`src/rtl/serial_adder_ctrl.sv`:
```
// Bit-serial add/subtract sequencer: one full-adder cell, LSB-first shift
// registers, and a carry flip-flop between bits.

module fulladder (
  input  logic a,
  input  logic b,
  input  logic ci,
  output logic s,
  output logic co
);
  assign s  = a ^ b ^ ci;
  assign co = (a & b) | (ci & (a ^ b));
endmodule

module serial_adder_ctrl #(
  parameter int WIDTH = 8
) (
  input  logic             clk,
  input  logic             rst,
  input  logic             start,
  input  logic             sub,
  input  logic [WIDTH-1:0] a,
  input  logic [WIDTH-1:0] b,
  output logic             busy,
  output logic             done,
  output logic [WIDTH-1:0] sum,
  output logic             cout,
  output logic             ovf
);
  localparam int CW = $clog2(WIDTH);
  localparam logic [CW-1:0] LAST = CW'(WIDTH - 1);
  localparam logic [CW-1:0] PENULT = CW'(WIDTH - 2);

  typedef enum logic [1:0] {IDLE, RUN, DONE} state_t;

  state_t           state, state_next;
  logic             load;
  logic [CW-1:0]    cnt;
  logic [WIDTH-1:0] a_sh, b_sh, s_sh;
  logic             sub_r, c_r, c_msb_in;
  logic             fa_s, fa_co;

  fulladder u_fa (
    .a  (a_sh[0]),
    .b  (b_sh[0] ^ sub_r),
    .ci (c_r),
    .s  (fa_s),
    .co (fa_co)
  );

  always_ff @(posedge clk) begin
    if (rst) state <= IDLE;
    else     state <= state_next;
  end

  always_comb begin
    state_next = state;
    load       = 1'b0;
    busy       = 1'b0;
    done       = 1'b0;
    case (state)
      IDLE: begin
        if (start) begin
          load       = 1'b1;
          state_next = RUN;
        end
      end
      RUN: begin
        busy = 1'b1;
        if (cnt == LAST) state_next = DONE;
      end
      DONE: begin
        done = 1'b1;
        if (start) begin
          load       = 1'b1;
          state_next = RUN;
        end else begin
          state_next = IDLE;
        end
      end
      default: state_next = IDLE;
    endcase
  end

  always_ff @(posedge clk) begin
    if (rst) begin
      a_sh     <= '0;
      b_sh     <= '0;
      s_sh     <= '0;
      sub_r    <= 1'b0;
      c_r      <= 1'b0;
      c_msb_in <= 1'b0;
      cnt      <= '0;
      sum      <= '0;
      cout     <= 1'b0;
      ovf      <= 1'b0;
    end else if (load) begin
      a_sh  <= a;
      b_sh  <= b;
      s_sh  <= '0;
      sub_r <= sub;
      c_r   <= sub;
      cnt   <= '0;
    end else if (state == RUN) begin
      c_r  <= fa_co;
      a_sh <= a_sh >> 1;
      b_sh <= b_sh >> 1;
      s_sh <= {fa_s, s_sh[WIDTH-1:1]};
      cnt  <= cnt + CW'(1);
      // Carry leaving bit WIDTH-2 is the carry into the MSB.
      if (cnt == PENULT) c_msb_in <= fa_co;
      if (cnt == LAST) begin
        sum  <= {fa_s, s_sh[WIDTH-1:1]};
        cout <= fa_co;
        ovf  <= c_msb_in ^ fa_co;
      end
    end
  end
endmodule

```
`config.mk`:
```
export PLATFORM = sky130hd
export DESIGN_NAME = serial_adder_ctrl
export DESIGN_NICKNAME = d
export VERILOG_FILES = /design/src/rtl/serial_adder_ctrl.sv
export SDC_FILE = /design/constraint.sdc
export NUM_CORES = 1
export LEC_CHECK = 0
export ABC_AREA = 1
export BUFFER_PORTS_ARGS = -buffer_cell sky130_fd_sc_hd__buf_2
export CORE_UTILIZATION = 57
export CTS_BUF_LIST = sky130_fd_sc_hd__clkbuf_8
export DETAILED_ROUTE_END_ITERATION = 8
export GPL_ROUTABILITY_DRIVEN = 1
export MAX_ROUTING_LAYER = met4
export PLACE_DENSITY = 0.84
export SYNTH_ARGS = -nofsm -noshare
export SYNTH_HDL_FRONTEND = slang
export SYNTH_SLANG_ARGS = --single-unit
```
`constraint.sdc`:
```
create_clock -name clk -period 1.3 [get_ports clk]
set_input_delay 0.065 -clock clk [delete_from_list [all_inputs] [get_ports clk]]
set_output_delay 0.065 -clock clk [all_outputs]
set_load 0.005 [all_outputs]
```
# After elaboration in Yosys (flattened, before gate mapping)
# Index checks and enable logic that the tools add are counted.
# op_classes
n_reduce_logical	7
n_mux	14
n_addsub	1
div	0
n_bitwise	8
mul	0
order_cmp	0
shifts	0
eq_ne	6
# op_table
operator	n
two-way mux 8 bit	4
two-way mux 1 bit	7
equality test 3 bit, second input constant	2
one-hot mux 2 bit (3 select lines)	1
AND reduction 3 bit	2
two-way mux 2 bit	2
OR reduction 2 bit	2
bitwise XOR 1 bit	4
adder 3 x 1 -> 3 bit, second input constant	1
bitwise AND 1 bit	2
equality test 2 x 1 -> 1 bit, second input constant	1
equality test 2 bit, second input constant	1
zero test 2 bit	1
!= test 2 x 1 -> 1 bit, second input constant	1
!= test 2 bit, second input constant	1
AND reduction 2 bit	1
nonzero test 2 bit	1
inverter 1 bit	1
bitwise OR 1 bit	1
# totals
romBits	0
latch_bits	0
mem_count	0
ram_bits	0
regBits	42
output_inout_bits	12
elab_cells	47

# Depth between registers and ports, before layout
# Gate-level depths: netlist of run 1.
# depth
word_depth	6
mapped_depth	9

# By module
# From an unflattened synthesis of run 1, not the netlist that was laid out.
# hier_totals
cells_unflattened	251
hier_area_um2	1880.6
# by_module_without_submodules
module	instances	area_each_um2	cells_per_inst
serial_adder_ctrl	1	1860.5	250
fulladder	1	20.0	1

# Least setup slack after synthesis of run 1
# No wires, ideal clock.
# synth_path
path_kind	reg2reg
start	register b_sh[0]
end	register ovf
synth_period_minus_slack_ns	1.235
t_required_ns	1.184
setup_slack_ns	0.065
n_path_buf	0
path_stages_with_launch	6
arrival_ns	1.119
path_cell_list	dfxtp_1 -> xnor2_1 -> fa_1 -> xnor2_1 -> nor2_1 -> nor2_1
# synth_via
elab_chain_len	5
# synth_lines
item	line	rtl
start, declared	39	logic [WIDTH-1:0] a_sh, b_sh, s_sh;
start signal, assigned	107	b_sh <= b_sh >> 1;
bitwise XOR 1 bit (*)	45	.b (b_sh[0] ^ sub_r),
bitwise XOR 1 bit	12	assign co = (a & b) | (ci & (a ^ b));
bitwise AND 1 bit	12	
bitwise OR 1 bit (*)	12	
bitwise XOR 1 bit (*)	115	ovf <= c_msb_in ^ fa_co;
end signal, assigned	115	
end, declared	28	output logic ovf
# Every way passes the cells marked *; elsewhere a longest branch is shown, timed or not.
# A chain may end at the register's enable or synchronous reset.

# Worst setup path in the final report of run 1
# layout_path
start	register sub_r
end	register sum[7]
# layout_via
elab_chain_len	3
# layout_lines
item	line	rtl
start, declared	40	logic sub_r, c_r, c_msb_in;
start signal, assigned	101	sub_r <= sub;
bitwise XOR 1 bit	45	
bitwise XOR 1 bit (2 in series)	11	assign s = a ^ b ^ ci;
end signal, assigned	113	sum <= {fa_s, s_sh[WIDTH-1:1]};
end, declared	26	output logic [WIDTH-1:0] sum,
# Every way passes these cells.

==> flow_summary.ini, run 1 <==
[drt]
ant_nets = 0
drt_wl_total_um = 3730
drt_iter0_markers = 106
dr.pass1.iters = 4
drt_drc_violations_left = 0
viasPerCell = 4.92
wire_per_inst_um = 11.1
via_count = 1658

[yosys]
postSynthAreaPerCell_um2 = 7.22
synth_edf_count = 0
synth.most_common_cell = nand2_1
syn_area_um2 = 1810
yosysSeqAreaShare_pct = 45.3
ys_seq_elements = 41
yosysTopAreaCell = dfxtp_1
synthTopCellsByArea = dfxtp_1 (45%), nand2_1 (9.5%), nor2_1 (7.9%), inv_1 (7.2%), o21ai_0 (6.6%)
synth_cells = 251
async_flop_share_pct = 0
syn-num-nets = 275
yosys-top-cells-count = nand2_1 (46), dfxtp_1 (41), nor2_1 (38)
synth_top_area_share_pct = 45.3
ys_types = 21
yosys_warnings = 0
ys.flop_type = dfxtp_1

[global_route]
grt_pass1_wl_um = 6040
grt_max_degree = 26
antenna_found_initial = 0
grt_pass1_vias = 1444
grt_use_total_pct = 24.6
grt_remaining_overflow = 0

[layout]
final_cell_area_um2 = 2200
antenna_cells = 0
area_growth_pct = 21.6
fin_util_pct = 72.8
drive_gt1_share_pct = 26.3
fin_nets = 316

[clock_network]
clock_sinks = 41
cts_tree = built
htreeDepth = 2
clkTransAtPathRegs_ps = 80
root_buffer = clkbuf_8
cts_buffers = 5
clock_path_buffers = 2
insertion_delay_ps = 300

[job]
drv_cap = 0

[timing]
rsz0062_at_grt = yes
max_freq_mhz = 766
period_share_pct = 100
finalHoldViolations = 0
fin_skew_ps = 5.98
max_slew_margin_pct = 74.8
hold_ws_ps = 31.0
fin_crit_ps = 1300
finalMaxSlewViolations = 0
setup_ws_ps = -4.83
setup_viol = 1
worst_pin_slew_ps = 378
fin_setup_tns_ps = -4.83

[floorplanning]
core-area_um2 = 3030
die_h_um = 58.4
die_area_um2 = 3410
start_util_pct = 59.9
row_count = 20
io_pins = 32
die_w_um = 58.4

[critical_path]
crit_fanout = 2
critPathLaunchType = register
worst-path-buf-inv = 1
path_delay_family = adder cells
timing.critical_path.mode_cell = nor2_1
critPathCaptureType = register
criticalPathCategory = reg2reg
cp.arrival_ps = 1500
critPathRequiredTime_ps = 1500
cp_slowest_stage_delay_ps = 570
path_cells = xnor2_2 -> fa_2 -> inv_2 -> nor2_1 -> nor2_1
slowest_stage = fa_2

[placement]
placed_area_um2 = 2000
gp_congestion = 0.835
dp.final_hpwl_um = 2460
numPortBuffers = 31
place_ws_ps = -4.40

[power]
power_frac_seq_pct = 48.7
switching_share_pct = 24.9
switchingPower_mw = 0.699
comb_power_share_pct = 13.5
p_leak_nw = 1.10
pwr-share-clk_pct = 37.8
max-vdd-ir-drop_uv = 970
power_density_nw_per_um2 = 1270
p_int_mw = 2.11

[outcome]
violations = setup timing
outcome = complete, but fails checks

[worst_hold_path]
hp-class = in2reg
final timing paths:
check | slack (ps) | start | endpoint | cells after the start
hold reg to reg | 470 | sub_r | sub_r | 2
setup / recovery | -5 | sub_r | sum[7] | 5
hold / removal | 30 | a[7] | a_sh[7] | 3
setup reg to reg | -5 | sub_r | sum[7] | 5
through the flow:
stage	total power, mW	cells
6_report	2.80	337
5_1_grt	2.94	337
4_1_cts	2.80	335
3_5_place_dp	1.73	323
3_3_place_gp	1.72	323
2_1_floorplan	1.65	251
registers in the layout (all words and copies together) (netlist names):
register,cells
a_sh,8
sub_r,1
b_sh,8
c_msb_in,1
state,2
c_r,1
sum,8
cout,1
ovf,1
cnt,3
s_sh,7
layout make-up:
cell class / count / area, um2
clock buffers: 6 / 82.6
clock inverters: 2 / 37.5
fillers: 229 / 823
inverters: 40 / 156
multi-input cells: 160 / 791
flip-flops and latches: 41 / 827
well taps: 44 / 55.1
repair buffers: 44 / 255
worst register-to-register path: stages, from the launching register on:
cell and delay [ps]:
dfxtp_2 340, xnor2_2 140, fa_2 570, inv_2 40, nor2_1 80, nor2_1 40
power by group through the flow:
| stage | Combinational [mW] | Sequential (mW) | Clock, mW |
|---|---|---|---|
| final | 0.379 | 1.37 | 1.06 |
| after global placement | 0.332 | 1.39 | 0 |
| after detailed placement | 0.340 | 1.39 | 0 |
| after CTS | 0.363 | 1.36 | 1.08 |
| after floorplan | 0.269 | 1.38 | 0 |
| after global routing | 0.430 | 1.37 | 1.13 |
cell families (layout without fill, tap and decap cells):
logic type / count (synthesis) / in the layout / synth area share, %
adder cells (fa/ha/maj): 4 / 4 / 3.17
buffers and inverters: 51 / 92 / 13.1
AO/OA/AOI/OAI: 42 / 42 / 11.6
AND/OR/NAND/NOR: 111 / 112 / 25.9
XOR/XNOR: 2 / 2 / 0.966
flip-flops: 41 / 41 / 45.3
layout by cell type (no fill, tap or decap), types with 5 or more instances in the layout:
cell and instances:
dfxtp_2 5, dfxtp_1 36, buf_2 31, inv_2 7
clkbuf_8 6, nand2_1 45, o21ai_0 21, a21oi_1 17
nand3_1 19, inv_1 31, buf_4 12, nor2_1 38
repair_timing:
action                     in CTS  in global routing
hold buffers                    1                  0
cloned                          1                  0
gates resized for setup         3                 16
setup endpoints to repair      11                 29
hold endpoints to repair        1                  0
buffers inserted                2                  2
pin swaps                       1                  5
metal layers:
metal,GRT usage (%),up-vias,wire length [um]
met5,-,-,0
met4,9.52,0,57
met3,7.91,6,174
met2,36.9,35,1770
met1,31.0,757,1730
li1,-,860,-
Power figures use the tool's default switching activity.
==> run 2: changes to the inputs <==
GPL_TIMING_DRIVEN = 0   (was default)
==> run 2 against run 1 <==
The run still ends with setup timing left. First-iteration DRC count rose by 26%. Clock power hardly changed. Die area is the same. Non-clock buffer count grew 12. Critical endpoint is now sum[3].
==> flow_summary.ini, run 2 (synthesis gave the netlist of run 1 again) <==
[clock_network]
root_buffer = clkbuf_8
cts_tree = built
insertion_delay_ps = 310
htreeDepth = 2
clock_path_buffers = 2
cts_buffers = 5
clkTransAtPathRegs_ps = 90
clock_sinks = 41

[global_route]
grt_pass1_wl_um = 6470
antenna_found_initial = 0
grt_use_total_pct = 25.9
grt_max_degree = 15
grt_remaining_overflow = 0
grt_pass1_vias = 1486

[critical_path]
timing.critical_path.mode_cell = ha_4
cp.arrival_ps = 1570
critPathCaptureType = register
criticalPathCategory = reg2reg
reg2reg_depth = 6
cp_num_cells = 6
rr_startpoint = cnt[1]
path_cells = ha_4 -> ha_4 -> inv_4 -> nor2_4 -> nand2_1 -> o21ai_0
cp_slowest_stage_delay_ps = 370
worst-path-buf-inv = 1
critPathLaunch = cnt[1]
r2r_slack_ps = -30
crit_fanout = 5
endpoint = sum[3]
critPathLaunchType = register
r2r_end = sum[3]
slowest_stage = dfxtp_4
critPathRequiredTime_ps = 1530
path_delay_family = simple AND/OR/NAND/NOR gates

[floorplanning]
row_count = 20
die_w_um = 58.4
die_area_um2 = 3410
core-area_um2 = 3030
die_h_um = 58.4
io_pins = 32
start_util_pct = 59.9

[layout]
area_growth_pct = 31.8
final_cells = 348
final_cell_mix = nand2_1 (46), nor2_1 (36), dfxtp_1 (36)
fin_util_pct = 78.9
layout_commonest_cell = nand2_1
drive_gt1_share_pct = 29.6
fin_nets = 327
reg_top3 = a_sh: 8 flops, b_sh: 8 flops, sum: 8 flops
antenna_cells = 0

[timing]
setup_ws_ps = -34.3
max_slew_margin_pct = 68.3
max_freq_mhz = 749
setup_viol = 3
fin_crit_ps = 1330
finalMaxSlewViolations = 0
period_share_pct = 103
finalHoldViolations = 0
fin_skew_ps = 7.37
rsz0062_at_grt = yes
worst_pin_slew_ps = 475

[outcome]
violations = setup timing
outcome = complete, but fails checks

[drt]
via_count = 1775
ant_nets = 0
viasPerCell = 5.10
dr.pass1.iters = 9
drt_wl_total_um = 4650
drt_drc_violations_left = 0
wire_per_inst_um = 13.4
drt_iter0_markers = 134

[job]
drv_cap = 0

[placement]
gp_congestion = 0.835
numPortBuffers = 30
placed_cells = 325
dp.final_hpwl_um = 2550

[power]
max-vdd-ir-drop_uv = 737
p_leak_nw = 1.17
power_mw = 2.91
power_density_nw_per_um2 = 1220

[worst_hold_path]
hp-class = in2reg
[run 2: cell types whose count changed in the layout (fill, tap and decap cells not counted), moves of 3 or more]
cell,before,now
buf_4,12,9
nand2_4,0,4
inv_2,7,4
o21ai_0,21,15
buf_6,0,8
o21ai_1,3,8
nand2_2,4,0
[run 2: final cells by class]
cell class                 instances  area [um2]
buffer                            11         100
fill                             202         638
clock inverter                     3        46.3
sequential                        41         830
clock buffer                       5        68.8
multi-input combinational        159         828
timing repair buffer              45         304
inverter                          40         158
tap                               44        55.1
[run 2: worst min path at each step]
stage / startpoint / to / cells after the start / slack [ps]
final: a[7] / a_sh[7] / 3 / 10
after global routing: a[7] / a_sh[7] / 3 / 10
after CTS: a[7] / a_sh[7] / 3 / 20
after detailed placement: b[7] / b_sh[7] / 3 / 310
after global placement: b[7] / b_sh[7] / 3 / 290
after floorplan: b[7] / b_sh[7] / 2 / 200
[run 2: metal layers]
layer,GRT usage (%),vias up,share of wire [%]
met2,40.6,67,46
met3,5.93,20,5.4
li1,-,877,-
met1,32.8,811,46
met5,-,-,0
met4,9.52,0,2.7
[run 2: tightest hold or removal path, delay by kind of cell]
family	cells	cell delay, ps
buf+inv	1	100
compound gates	1	60
simple gates	1	50
[run 2: what timing repair did]
item                       CTS  global route
cloned                       0             3
pin swaps                    1             9
gates resized for setup      6            40
buffers inserted             8             3
hold buffers                 1             0
setup endpoints to repair   11            35
hold endpoints to repair     1             0
[run 2: where the power goes]
group | switching (mW) | leakage, nW | internal, mW | total, mW
combinational | 0.270 | 0.781 | 0.215 | 0.485
sequential | 0.0389 | 0.337 | 1.32 | 1.36
clock | 0.490 | 0.0543 | 0.575 | 1.06
[run 2: metrics by stage]
stage | hold WS, ps | worst slack, ps | cell area [um2] | setup TNS, ps
5_1_grt | 13.4 | -94.3 | 2390 | -456
2_1_floorplan | 200 | 65.3 | 1810 | 0
4_1_cts | 20.6 | 2.32 | 2230 | 0
6_report | 12.0 | -34.3 | 2390 | -60.0
3_5_place_dp | 305 | -62.7 | 2020 | -539
3_3_place_gp | 289 | -27.8 | 2020 | -196
==> run 3: changes to the inputs <==
PLACE_DENSITY = 0.9   (was 0.84)
==> run 3 against run 2 <==
Maximum frequency decreased by 2.5%. First-iteration DRC count increased by 7.5%. Power increased by 8.2%. Via count increased by 8.2%. Clock power increased by 19%. Sequential power about the same. Flip-flop and latch count unchanged. Global-route usage increased by 2.7 points. Critical path type unchanged. Register-to-register slack got worse by 30 ps. Highest routed layer unchanged. Routed wire length increased by 21%. The flow still finishes with violations (setup timing). Hold slack improved by 25 ps.
==> flow_summary.ini, run 3 (synthesis gave the netlist of run 1 again) <==
[outcome]
outcome = complete, but fails checks
violations = setup timing

[timing]
max_slew_margin_pct = 69.3
setup_ws_ps = -68.4
finalMaxSlewViolations = 0
fin_setup_tns_ps = -253
worst_pin_slew_ps = 461
fin_skew_ps = 17.2
period_share_pct = 105
max_freq_mhz = 731
rsz0062_at_grt = yes
finalHoldViolations = 0
setup_viol = 9
fin_crit_ps = 1370

[drt]
dr.pass1.iters = 5
drt_drc_violations_left = 0
ant_nets = 0
wire_per_inst_um = 16.1
viasPerCell = 5.47
drt_iter0_markers = 144
drt_wl_total_um = 5640
via_count = 1921

[clock_network]
cts_tree = built
cts_buffers = 5
clkTransAtPathRegs_ps = 80
clock_sinks = 41
root_buffer = clkbuf_8
insertion_delay_ps = 320
htreeDepth = 2
clock_path_buffers = 2

[critical_path]
criticalPathCategory = reg2reg
critPathLaunchType = register
crit_fanout = 5
critPathCaptureType = register
critPathRequiredTime_ps = 1530
cp.arrival_ps = 1600

[global_route]
grt_pass1_vias = 1509
grt_pass1_wl_um = 7070
grt_use_total_pct = 28.6
grt_remaining_overflow = 0
antenna_found_initial = 0
grt_max_degree = 14

[layout]
layout_commonest_cell = nand2_1
final_cell_mix = nand2_1 (44), nor2_1 (38), dfxtp_1 (35)
fillers = 189
fin_nets = 330
antenna_cells = 0
area_growth_pct = 34.4
drive_gt1_share_pct = 32.2
reg_top3 = a_sh: 8 flops, b_sh: 8 flops, sum: 8 flops

[floorplanning]
die_h_um = 58.4
io_pins = 32
die_w_um = 58.4
row_count = 20
core-area_um2 = 3030
die_area_um2 = 3410
start_util_pct = 59.9

[power]
power_density_nw_per_um2 = 1290
pwr-share-clk_pct = 40.0
switchingPower_mw = 0.842
power_frac_seq_pct = 43.5
switching_share_pct = 26.8
p_leak_nw = 1.20
max-vdd-ir-drop_uv = 1010
comb_power_share_pct = 16.5
p_int_mw = 2.31
power_mw = 3.15

[placement]
numPortBuffers = 30
dp.final_hpwl_um = 2590
gp_congestion = 0.840

[job]
drv_cap = 0

[worst_hold_path]
hp-class = in2reg
==> run 3: changes by cell type in the layout (fill, tap and decap cells not counted), moves of 2 or more <==
cell,delta
nor2_2,-2
nor2_1,+2
nand2_2,+3
o21ai_2,+2
nand2_1,-2
buf_4,+3
o21ai_0,-2
==> run 3: path summary, 6_finish.rpt <==
path,startpoint,endpoint,slack [ps],cells past startpoint
setup / recovery,state[0],a_sh[6],-70,10
hold / removal,a[7],a_sh[7],40,3
setup reg to reg,state[0],a_sh[6],-70,10
hold reg to reg,s_sh[1],s_sh[1],470,2
==> run 3: routing by layer <==
metal | up-vias | GRT usage, % | wire length [um]
met1 | 903 | 35.0 | 2280
met4 | 0 | 10.5 | 250
li1 | 881 | - | -
met5 | - | - | 0
met3 | 28 | 4.62 | 427
met2 | 109 | 47.8 | 2680
==> run 3: critical path, cell delays in order, from the launching register on <==
cell and delay, ps:
dfxtp_2 340, buf_6 130, buf_6 120, inv_4 60, nand2_4 50, nand2_2 100
inv_2 80, buf_6 130, nand2_1 70, nand2_1 70, nor2_1 150
==> run 3: layout make-up <==
class | instances | area (um2) | share of cell area, %
Clock buffer | 5 | 68.8 | 2.82
Tap cell | 44 | 55.1 | 2.26
Inverter | 40 | 160 | 6.57
Buffer | 11 | 95.1 | 3.90
Clock inverter | 3 | 65.1 | 2.67
Sequential cell | 41 | 831 | 34.1
Timing Repair Buffer | 48 | 320 | 13.1
Multi-Input combinational cell | 159 | 842 | 34.5
==> run 3: per-stage QoR <==
step                hold slack [ps]  utilization [%]  std cells  setup WS [ps]  instance area, um2
floorplan                       200                -        251           65.3                1810
global placement                290             66.7        325           2.41                2020
detailed placement              299             66.7        325          -54.7                2020
CTS                            37.0             73.6        342          0.219                2230
global route                   47.6             80.5        351           -119                2440
finish                         37.0             80.5        351          -68.4                2440
==> run 3: power by group through the flow <==
stage          registers (mW)  clock network (mW)  logic, mW
2_1_floorplan            1.38                   0      0.269
3_3_place_gp             1.38                   0      0.350
3_5_place_dp             1.38                   0      0.363
4_1_cts                  1.36                1.20      0.397
5_1_grt                  1.37                1.30      0.559
6_report                 1.37                1.26      0.521
==> run 3: what timing repair did <==
action                                  in CTS  in global routing
buffers inserted                             8                  6
pin swaps                                    1                 12
gates cloned                                 0                  3
hold buffers                                 1                  0
gates resized for setup                      3                 49
endpoints found under the setup margin      11                 35
endpoints found under the hold margin        1                  0
